===== src/rtl/seg_display_pkg.sv =====
// Shared constants for the seven-segment scan display: segment patterns,
// scan index assignments and adjust-mode encoding.
package seg_display_pkg;

   typedef logic [3:0] bcd_t;
   typedef logic [6:0] seg_t;

   // Active-low {g,f,e,d,c,b,a}
   localparam seg_t SEG_0     = 7'h40;
   localparam seg_t SEG_1     = 7'h79;
   localparam seg_t SEG_2     = 7'h24;
   localparam seg_t SEG_3     = 7'h30;
   localparam seg_t SEG_4     = 7'h19;
   localparam seg_t SEG_5     = 7'h12;
   localparam seg_t SEG_6     = 7'h02;
   localparam seg_t SEG_7     = 7'h78;
   localparam seg_t SEG_8     = 7'h00;
   localparam seg_t SEG_9     = 7'h10;
   localparam seg_t SEG_DASH  = 7'h3F;
   localparam seg_t SEG_BLANK = 7'h7F;

   localparam logic [1:0] SEC0 = 2'd0;
   localparam logic [1:0] SEC1 = 2'd1;
   localparam logic [1:0] MIN0 = 2'd2;
   localparam logic [1:0] MIN1 = 2'd3;

   localparam logic [1:0] ADJ_RUN = 2'd0;
   localparam logic [3:0] AN_OFF  = 4'b1111;

endpackage


===== src/rtl/bcd_to_seg7.sv =====
// Combinational BCD to active-low seven-segment decoder; non-BCD codes
// render as a dash so a corrupted digit is visible rather than misleading.
module bcd_to_seg7
   import seg_display_pkg::*;
(
   input  logic [3:0] bcd,
   output logic [6:0] seg
);

   always_comb begin
      seg = SEG_DASH;
      case (bcd)
         4'd0: seg = SEG_0;
         4'd1: seg = SEG_1;
         4'd2: seg = SEG_2;
         4'd3: seg = SEG_3;
         4'd4: seg = SEG_4;
         4'd5: seg = SEG_5;
         4'd6: seg = SEG_6;
         4'd7: seg = SEG_7;
         4'd8: seg = SEG_8;
         4'd9: seg = SEG_9;
         default: seg = SEG_DASH;
      endcase
   end

endmodule


===== src/rtl/seg_scan_display.sv =====
// Four-digit common-anode scan driver: frame-coherent digit snapshot,
// BCD decode, decimal point between minutes and seconds, adjust blinking.
module seg_scan_display
   import seg_display_pkg::*;
#(
   parameter int REFRESH_DIV = 100000,
   parameter int BLINK_DIV   = 25000000
) (
   input  logic       clk,
   input  logic       reset,
   input  logic [3:0] min1,
   input  logic [3:0] min0,
   input  logic [3:0] sec1,
   input  logic [3:0] sec0,
   input  logic [1:0] adjust,
   input  logic       select,
   output logic [6:0] seg,
   output logic       dp,
   output logic [3:0] an
);

   localparam int RW = $clog2(REFRESH_DIV);
   localparam int BW = $clog2(BLINK_DIV);
   localparam logic [RW-1:0] REFRESH_LAST = RW'(REFRESH_DIV - 1);
   localparam logic [BW-1:0] BLINK_LAST   = BW'(BLINK_DIV - 1);

   logic [RW-1:0] div_cnt;
   logic [1:0]    idx;
   bcd_t          snap [4];
   logic [BW-1:0] blink_cnt;
   logic          phase;

   logic          frame_start;
   logic          adj_mode;
   logic          in_sel_pair;
   logic          blank;
   logic [6:0]    seg_dec;

   assign frame_start = (div_cnt == '0) && (idx == SEC0);
   assign adj_mode    = (adjust != ADJ_RUN);
   assign in_sel_pair = select ? (idx == SEC0 || idx == SEC1)
                               : (idx == MIN0 || idx == MIN1);
   // adjust/select are deliberately live so the blink target tracks select at once
   assign blank       = adj_mode && !phase && in_sel_pair;

   bcd_to_seg7 u_dec (
      .bcd (snap[idx]),
      .seg (seg_dec)
   );

   always_ff @(posedge clk) begin
      if (reset) begin
         div_cnt <= '0;
         idx     <= SEC0;
      end else if (div_cnt == REFRESH_LAST) begin
         div_cnt <= '0;
         idx     <= idx + 2'd1;
      end else begin
         div_cnt <= div_cnt + RW'(1);
      end
   end

   // All four digits captured together so a carry mid-frame never tears the display
   always_ff @(posedge clk) begin
      if (reset) begin
         for (int i = 0; i < 4; i++) snap[i] <= '0;
      end else if (frame_start) begin
         snap[SEC0] <= sec0;
         snap[SEC1] <= sec1;
         snap[MIN0] <= min0;
         snap[MIN1] <= min1;
      end
   end

   always_ff @(posedge clk) begin
      if (reset || !adj_mode) begin
         blink_cnt <= '0;
         phase     <= 1'b1;
      end else if (blink_cnt == BLINK_LAST) begin
         blink_cnt <= '0;
         phase     <= ~phase;
      end else begin
         blink_cnt <= blink_cnt + BW'(1);
      end
   end

   always_ff @(posedge clk) begin
      if (reset || blank) begin
         an  <= AN_OFF;
         seg <= SEG_BLANK;
         dp  <= 1'b1;
      end else begin
         an  <= ~(4'b0001 << idx);
         seg <= seg_dec;
         dp  <= (idx != MIN0);
      end
   end

endmodule


===== config.mk =====
export PLATFORM = sky130hd
export DESIGN_NAME = seg_scan_display
export DESIGN_NICKNAME = d
export VERILOG_FILES = /design/src/rtl/seg_display_pkg.sv /design/src/rtl/bcd_to_seg7.sv /design/src/rtl/seg_scan_display.sv
export SDC_FILE = /design/constraint.sdc
export NUM_CORES = 1
export LEC_CHECK = 0
export BUFFER_PORTS_ARGS = -buffer_cell sky130_fd_sc_hd__buf_2
export CAP_MARGIN = 10
export CORE_UTILIZATION = 45
export DETAILED_ROUTE_END_ITERATION = 12
export GPL_TIMING_DRIVEN = 1
export PLACE_DENSITY = 0.69
export REMOVE_ABC_BUFFERS = 1
export SETUP_SLACK_MARGIN = 0.2
export SYNTH_ARGS = -nofsm -noshare
export SYNTH_HDL_FRONTEND = slang
export SYNTH_HIERARCHICAL = 1
export SYNTH_SLANG_ARGS = --single-unit

===== constraint.sdc =====
create_clock -name clk -period 2.2 [get_ports clk]
set_input_delay 0 -clock clk [delete_from_list [all_inputs] [get_ports clk]]
set_output_delay 0 -clock clk [all_outputs]
set_load 0.01 [all_outputs]

==> flow_summary.toml, run 1 <==
[die]
rows = 31
fp.dieW_um = 90.2
die_h_um = 90.2
ios = 33
initial_utilization = 0.475
die_area_um2 = 8130
core-area_um2 = 7370

[flow_run]
maxCapViolCount = 0

[setup_path]
cp_data_arrival_time_ns = 2.13
slowest_stage = "mux4_2"
cp-start-kind = "register"
crit_family = "multiplexers"
critPathBufInv = 0
crit_type = "reg -> reg"
end_kind = "register"
required_ns = 2.43
worst-path-stages = 5
worstPathCellList = "mux4_2, ha_1, nor3b_1, a21o_1, or3_1"
reg2reg_depth = 5
cp_max_fo = 6
slowest_delay_ns = 0.57

[layout]
drive_gt1_frac = 0.197
nNetsFinal = 440
num_antenna_cells = 0
fin_util = 0.566
syn2layout_area_growth_pct = 19.2

[timing]
min_period_over_period = 0.866
finalHoldViolCount = 0
slew_headroom = 0.546
skew_ns = 0.0112
rsz0062_at_grt = "no"
fin_crit_ns = 1.91
setup_viol = 0
max_freq_mhz = 525
setup_tns_ns = 0
slew_violations = 0
tightest_slew_ns = 0.680

[drt]
drt_wl_total_mm = 6.69
drt-wirelength-per-cell_um = 13.1
vias_per_cell = 5.25
post-route-drc-count = 0
vias = 2685
first_iter_violations = 157
antenna_left = 0
firstDrtPassIters = 4

[synth]
ys_top_cells_by_area = "dfxtp_1 33%, edfxtp_1 14%, xor2_1 4.5%"
synth_edf_count = 16
ys_ff_latch = 74
yosys.area.top_type = "dfxtp_1"
syn_avg_cell_area_um2 = 9.94
synth_cells = 352
synth_common_cells = "58 x dfxtp_1, 33 x nor2_1, 21 x nand2_1, 20 x a21oi_1, 19 x or3_1"
synthesis.area_um2 = 3500
synthArstFlopShare = 0
ys.flop_type = "dfxtp_1"
yosys.cell_count.top_type = "dfxtp_1"
synth_top_cell_area_share = 0.332
seq_area_frac_synth = 0.469
synth_cell_types = 54
synth_warnings = 6

[clocking]
cts_buffers = 9
htreeDepth = 3
clk_pin_slew_ns = 0.08
cts_tree = "done"
clkSinkCount = 74
cts_buffer_depth = 2
worstSkewPairLatency_ns = 0.35
clockRootBuffer = "clkbuf_8"

[worst_hold_path]
min_path_cells = 4
min_path_type = "in -> reg"

[power]
p_comb_frac = 0.094
leakagePower_nw = 1.59
peakVddDrop_v = 0.000327
p_sw_frac = 0.222
p_total_mw = 3.03
internal-power_mw = 2.35
p_switching_uw = 672
seqPwrFrac = 0.489
powerDensity_nw_per_um2 = 726
pwr-share-clk = 0.417

[grt]
overflow = 0
grt_pass1_vias = 2566
grt_max_degree = 26
grt_first_pass_wirelength_mm = 11.8
track_usage = 0.179
antenna_found_initial = 0

[placement]
place_hpwl_mm = 4.46
portBuffers = 32
gp_congestion = 0.792

[outcome]
status = "completed"
==> tightest hold or removal path, stage by stage <==
cell and delay (ns):
buf_2 0.07, nor2_1 0.06, nor2_1 0.15, nand3_1 0.09
==> cell type report <==
type / instances / area [µm²]
Clock buffer: 9 / 124
Clock inverter: 7 / 116
Fill cell: 636 / 3200
Inverter: 11 / 41.3
Multi-Input combinational cell: 255 / 1740
Sequential cell: 74 / 1650
Tap cell: 99 / 124
Timing Repair Buffer: 56 / 383
==> metrics by stage <==
step / cell area [µm²] / setup WS, ns / hold WS [ns] / cells
after global routing: 4170 / 0.188 / 0.143 / 511
after detailed placement: 3730 / 0.134 / 0.279 / 476
after floorplan: 3410 / 0.219 / 0.0691 / 340
after CTS: 4150 / 0.247 / 0.0713 / 510
after global placement: 3730 / 0.164 / 0.280 / 476
final: 4170 / 0.294 / 0.0861 / 511
==> power groups by stage <==
stage / sequential, mW / combinational (mW) / clock (mW)
floorplan: 1.52 / 0.155 / 0
global placement: 1.51 / 0.240 / 0
detailed placement: 1.51 / 0.248 / 0
CTS: 1.48 / 0.276 / 1.29
global route: 1.49 / 0.321 / 1.36
finish: 1.48 / 0.285 / 1.26
==> metal layers <==
metal / share of wire / vias up / track usage / wire length [µm]
met5: 0 / - / 0 / 0
met4: 0.014 / 0 / 0.0524 / 91
met3: 0.031 / 8 / 0.0482 / 208
met2: 0.49 / 37 / 0.296 / 3260
met1: 0.47 / 1262 / 0.228 / 3140
li1: - / 1378 / - / -
==> registers in the layout (all words and copies together) (netlist names), named ones only <==
register,flops
blink_cnt,25
div_cnt,17
snap,16
seg,7
an,3
idx,2
dp,1
phase,1
==> worst paths after layout <==
| kind | endpoint | slack, ns | from |
|---|---|---|---|
| max | seg[2]$_SDFF_PP1_ | 0.29 | register |
| min | phase$_SDFFE_PP1N_ | 0.09 | adjust[0] |
| max reg2reg | seg[2]$_SDFF_PP1_ | 0.29 | register |
| min reg2reg | div_cnt[0]$_SDFF_PP0_ | 0.46 | div_cnt[0]$_SDFF_PP0_ |
==> logic make-up after synthesis <==
family	Yosys count	synth area share
multiplexers	5	0.0286
buffers and inverters	23	0.0365
AO/OA/AOI/OAI	49	0.0844
XOR/XNOR	22	0.0551
AND/OR/NAND/NOR	167	0.283
adder cells (fa/ha/maj)	12	0.0429
flip-flops	74	0.469
==> repair_timing <==
action / 4_1_cts / 5_1_grt
setup endpoints to repair: 5 / 6
endpoints found under the hold margin: 17 / 0
hold buffers: 17 / 0
setup buffers: 1 / 1
resized for setup: 1 / 5
==> cells in the final DEF, fill, tap and decap left out, types with 11 or more instances in the layout <==
| cell | synthesis | final |
|---|---|---|
| dfxtp_1 | 58 | 57 |
| nor2_1 | 33 | 33 |
| buf_2 | 3 | 32 |
| nand2_1 | 21 | 21 |
| a21oi_1 | 20 | 20 |
| or3_1 | 19 | 19 |
| xor2_1 | 18 | 18 |
| and2_1 | 18 | 18 |
| nand4_1 | 17 | 17 |
| dlygate4sd3_1 | 0 | 17 |
| edfxtp_1 | 16 | 16 |
| nand3_1 | 14 | 14 |
| o21ai_0 | 14 | 14 |
| ha_1 | 12 | 11 |
No activity file was read; power rests on OpenSTA's default activity.
==> run 2, diff against run 1 <==
Settings changed: CTS_BUF_LIST set to sky130_fd_sc_hd__clkbuf_4, SLEW_MARGIN set to 10.
==> run 2 against run 1 <==
  * Maximum frequency is 1.2% lower
  * Utilization is 0.37 points lower
  * Power is 6.5% lower
  * Sequential share of layout area is 0.26 points higher
  * First-iteration DRC count is 8.9% higher
  * Sequential power hardly changed
  * Clock skew is 0.0038 ns higher
  * Die area stayed put
  * Highest routed layer unchanged
  * Clock power is 16% lower
  * Cell area is 0.66% lower
  * Count of clock-buffer cells in the layout stayed put
  * Via count hardly changed
==> flow_summary.toml, run 2 (synthesized netlist as in run 1, its figures left out) <==
[power]
peakVddDrop_v = 0.000305
p_sw_frac = 0.229
pwr-share-clk = 0.373
p_total_mw = 2.83
seqPwrFrac = 0.523
powerDensity_nw_per_um2 = 683
leakagePower_nw = 1.58
p_comb_frac = 0.104
p_switching_uw = 648
internal-power_mw = 2.18

[placement]
gp_congestion = 0.792
portBuffers = 32
post_dp_cell_area_um2 = 3730
place_hpwl_mm = 4.46

[grt]
grt_pass1_vias = 2528
antenna_found_initial = 0
grt_first_pass_wirelength_mm = 11.7
grt_max_degree = 26
track_usage = 0.179
overflow = 0

[setup_path]
slowest_delay_ns = 0.58
cp_data_arrival_time_ns = 2.24
critPathBufInv = 0
crit_family = "multiplexers"
crit_type = "reg -> reg"
worstPathCellList = "mux4_2, ha_1, nor3b_1, a21o_1, or3_1"
cp-start-kind = "register"
cp_max_fo = 6
required_ns = 2.51
end_kind = "register"
slowest_stage = "mux4_2"

[drt]
antenna_left = 0
drt-wirelength-per-cell_um = 12.9
drt_wl_total_mm = 6.62
vias_per_cell = 5.24
firstDrtPassIters = 4
first_iter_violations = 171
vias = 2687
post-route-drc-count = 0

[worst_hold_path]
min_path_type = "in -> reg"

[die]
ios = 33
die_h_um = 90.2
fp.dieW_um = 90.2
rows = 31
initial_utilization = 0.475
core-area_um2 = 7370
die_area_um2 = 8130

[layout]
drive_gt1_frac = 0.196
layout_commonest_cell = "dfxtp_1"
reg_top3 = "blink_cnt (25), div_cnt (17), snap (16)"
fin_area_um2 = 4140
seq_area_um2 = 1650
num-fill-cells = 642
multiInputGateArea_um2 = 1740
syn2layout_area_growth_pct = 18.4
top_register = "blink_cnt"
largest_reg_flops = 25
final_cell_mix = "57 x dfxtp_1, 33 x nor2_1, 32 x buf_2"
nNetsFinal = 442
num_antenna_cells = 0

[timing]
setup_viol = 0
slew_headroom = 0.532
setup_tns_ns = 0
fin_crit_ns = 1.93
skew_ns = 0.0150
rsz0062_at_grt = "no"
max_freq_mhz = 519
finalHoldViolCount = 0
tightest_slew_ns = 0.701
holdWs_ns = 0.116
min_period_over_period = 0.876
slew_violations = 0

[flow_run]
maxCapViolCount = 0

[clocking]
cts_buffer_depth = 2
htreeDepth = 3
clk_pin_slew_ns = 0.12
worstSkewPairLatency_ns = 0.41
clockRootBuffer = "clkbuf_4"
cts_buffers = 9
clkSinkCount = 74
cts_tree = "done"

[outcome]
status = "completed"
run 2: path summary, 6_finish.rpt:
| check | start | endpoint | slack, ns | cells past startpoint |
|---|---|---|---|---|
| max | register | seg[2]$_SDFF_PP1_ | 0.27 | 5 |
| min | select | an[3]$_SDFF_PP1_ | 0.12 | 4 |
| max reg2reg | register | seg[2]$_SDFF_PP1_ | 0.27 | 5 |
| min reg2reg | div_cnt[0]$_SDFF_PP0_ | div_cnt[0]$_SDFF_PP0_ | 0.47 | 1 |
run 2: stage by stage:
step / setup WS [ns] / utilization / cells
4_1_cts: 0.204 / 0.558 / 511
3_3_place_gp: 0.164 / 0.507 / 476
5_1_grt: 0.153 / 0.562 / 513
3_5_place_dp: 0.134 / 0.507 / 476
6_report: 0.272 / 0.562 / 513
2_1_floorplan: 0.219 / - / 340
run 2: power by group through the flow:
stage	Sequential, mW	Clock [mW]	Combinational (mW)
after floorplan	1.52	0	0.155
after global placement	1.51	0	0.240
after detailed placement	1.51	0	0.248
after CTS	1.48	1.09	0.274
after global routing	1.49	1.17	0.330
final	1.48	1.06	0.294
run 2: worst register-to-register path, stage by stage, from the launching register on:
cell and delay, ns:
dfxtp_4 0.40, mux4_2 0.58, ha_1 0.23, nor3b_1 0.14, a21o_1 0.15, or3_1 0.33
run 2: cell type report:
| class | instances | area share |
|---|---|---|
| clock buffers | 9 | 0.0163 |
| inverters | 11 | 0.00997 |
| flip-flops and latches | 74 | 0.397 |
| clock inverters | 7 | 0.0281 |
| well taps | 99 | 0.0299 |
| repair buffers | 58 | 0.0973 |
| multi-input cells | 255 | 0.421 |
run 2: repair_timing:
action	4_1_cts	5_1_grt
hold buffers	19	0
endpoints found under the setup margin	6	6
hold endpoints to repair	29	0
buffers inserted	0	2
pin swaps	0	0
resized for setup	1	6
run 2: per-layer routing:
layer	up-vias	part of all wire	global-route usage	wire, µm
met2	45	0.47	0.282	3120
met4	0	0.016	0.0685	103
met1	1251	0.47	0.235	3140
met5	-	0	0	0
li1	1381	-	-	-
met3	10	0.039	0.0431	261
==> run 3, diff against run 2 <==
Settings changed: SYNTH_HIERARCHICAL 1 to not set.
==> run 3 against run 2 <==
  * Wire length is 2.7% lower
  * Non-clock buffer count stayed put
  * Clock power is 23% lower
  * Count of clock-buffer cells in the layout is 2 higher
  * Area after synthesis is 2.0% lower
  * Worst hold slack worse by 0.014 ns
  * Sequential power hardly changed
  * Die area is 2.0% lower
  * Maximum frequency is 4.6% higher
  * Critical path depth stayed put
  * Highest routed layer unchanged
==> flow_summary.toml, run 3 <==
[outcome]
status = "completed"

[setup_path]
regToRegStartpoint = "div_cnt[0]$_SDFF_PP0_"
cp-start-kind = "register"
cp-startpoint = "div_cnt[0]$_SDFF_PP0_"
end_kind = "register"
required_ns = 2.53
crit_type = "reg -> reg"
cp_data_arrival_time_ns = 2.18
cp_max_fo = 7
reg2reg_depth = 5

[timing]
finalHoldViolCount = 0
setup_ws_ns = 0.357
slew_violations = 0
fin_crit_ns = 1.84
setup_tns_ns = 0
slew_headroom = 0.720
max_freq_mhz = 543
setup_viol = 0
tightest_slew_ns = 0.415
rsz0062_at_grt = "no"
min_period_over_period = 0.838
skew_ns = 0.0181

[die]
die_area_um2 = 7970
initial_utilization = 0.470
core-area_um2 = 7290
fp.dieW_um = 89.3
rows = 31
ios = 33
die_h_um = 89.3

[power]
seqPwrFrac = 0.574
pwr-share-clk = 0.318
peakVddDrop_v = 0.000234
p_switching_uw = 613
leakagePower_nw = 1.47
powerDensity_nw_per_um2 = 635
p_comb_frac = 0.108
internal-power_mw = 1.96
p_sw_frac = 0.238

[drt]
vias_per_cell = 5.24
drt_wl_total_mm = 6.45
post-route-drc-count = 0
antenna_left = 0
firstDrtPassIters = 4
vias = 2651
first_iter_violations = 134
drt-wirelength-per-cell_um = 12.7

[synth]
synth_warnings = 0
synth_top_family_by_area = "simple AND/OR/NAND/NOR gates"
synth-compound-area-share = 0.0766
ys_ff_latch = 74
synth_edf_count = 16
synthesis.area_um2 = 3430
synth_cell_types = 47
synth_top_cell_area_share = 0.339
synthAdderAreaFrac = 0.0438
ys.flop_type = "dfxtp_1"
synthMuxAreaShare = 0.0372
ys_top_cells_by_area = "dfxtp_1 34%, edfxtp_1 14%, ha_1 4.4%"
synthXorXnorAreaFrac = 0.0690
synth-simple-area-share = 0.264
syn_avg_cell_area_um2 = 9.97
synthArstFlopShare = 0
synth_common_cells = "58 x dfxtp_1, 39 x nor2_1, 26 x nand2_1, 18 x and2_1, 17 x nand3_1"
yosys.cell_count.top_type = "dfxtp_1"
yosys.area.top_type = "dfxtp_1"
seq_area_frac_synth = 0.479
synth_cells = 344

[clocking]
clk_pin_slew_ns = 0.12
cts_tree = "done"
htreeDepth = 3
worstSkewPairLatency_ns = 0.41
cts_buffer_depth = 2
clkSinkCount = 74
cts_buffers = 9
clockRootBuffer = "clkbuf_4"

[flow_run]
maxCapViolCount = 0

[placement]
place_hpwl_mm = 4.39
dp_slack_ns = 0.187
portBuffers = 32
gp_congestion = 0.803
post_dp_cell_area_um2 = 3690

[grt]
antenna_found_initial = 0
grt_pass1_vias = 2299
overflow = 0
track_usage = 0.173
grt_first_pass_wirelength_mm = 10.5
grt_max_degree = 26

[worst_hold_path]
min_path_cells = 5
hold_start = "select"
min_path_type = "in -> reg"

[layout]
nNetsFinal = 435
reg_top3 = "blink_cnt (25), div_cnt (17), snap (16)"
largest_reg_flops = 25
seq_area_um2 = 1650
fin_area_um2 = 4050
fin_util = 0.556
layout_commonest_cell = "dfxtp_1"
drive_gt1_frac = 0.189
multiInputGateArea_um2 = 1690
num-fill-cells = 674
num_antenna_cells = 0
syn2layout_area_growth_pct = 18.2
top_register = "blink_cnt"
final_cell_mix = "57 x dfxtp_1, 39 x nor2_1, 32 x buf_2"
## run 3: cell types whose count changed after synthesis, moves of 6 or more
| cell | change |
|---|---|
| a21oi_1 | -7 |
| or3_1 | -16 |
| nor2_1 | +6 |
| xnor2_1 | +9 |
| o21ai_0 | -8 |
## run 3: power groups by stage
stage,Sequential (mW),Combinational (mW),Clock [mW]
4_1_cts,1.48,0.266,0.858
3_5_place_dp,1.51,0.240,0
2_1_floorplan,1.52,0.147,0
6_report,1.48,0.277,0.820
3_3_place_gp,1.51,0.231,0
5_1_grt,1.49,0.309,0.912
## run 3: layout make-up
| type | count | area share |
|---|---|---|
| multi-input combinational | 247 | 0.417 |
| sequential | 74 | 0.406 |
| timing repair buffer | 58 | 0.101 |
| tap | 99 | 0.0306 |
| clock buffer | 11 | 0.0204 |
| clock inverter | 5 | 0.0136 |
| inverter | 12 | 0.0111 |
## run 3: timing repair
action,4_1_cts,5_1_grt
pin swaps,0,2
endpoints found under the setup margin,2,36
buffers inserted,0,2
hold endpoints to repair,19,0
hold buffers,19,0
resized for setup,1,4
## run 3: metal layers
metal  vias to the layer above  track usage  part of all wire
li1                       1357            -                 -
met1                      1230        0.223              0.47
met2                        53        0.276              0.47
met3                        11       0.0452             0.040
met4                         0       0.0707             0.016
met5                         -            0                 0
## run 3: final timing paths
path / endpoint / slack, ns
worst max-delay path: register / 0.36
worst min-delay path: seg[5]$_SDFF_PP1_ / 0.10
worst max register to register: register / 0.36
worst min register to register: div_cnt[0]$_SDFF_PP0_ / 0.48
## run 3: through the flow
stage / std cells / total power, mW / hold WS, ns
3_3_place_gp: 469 / 1.74 / 0.280
6_report: 506 / 2.58 / 0.102
2_1_floorplan: 333 / 1.66 / 0.0691
5_1_grt: 506 / 2.71 / 0.127
3_5_place_dp: 469 / 1.75 / 0.280
4_1_cts: 504 / 2.61 / 0.0699
## run 3: kinds of logic (layout without fill, tap and decap cells)
| family | after synthesis | in the layout |
|---|---|---|
| simple gates | 160 | 160 |
| buf+inv | 23 | 86 |
| flops | 74 | 74 |
| fa+ha+maj | 12 | 12 |
| xor+xnor | 27 | 27 |
| mux | 7 | 7 |
| compound gates | 41 | 41 |
## run 3: worst max-delay path, stage by stage, from the launching register on
cell and delay, ns:
dfxtp_1 0.41, ha_1 0.22, and4_1 0.38, nand2_1 0.21, or3_1 0.40, a21oi_1 0.16
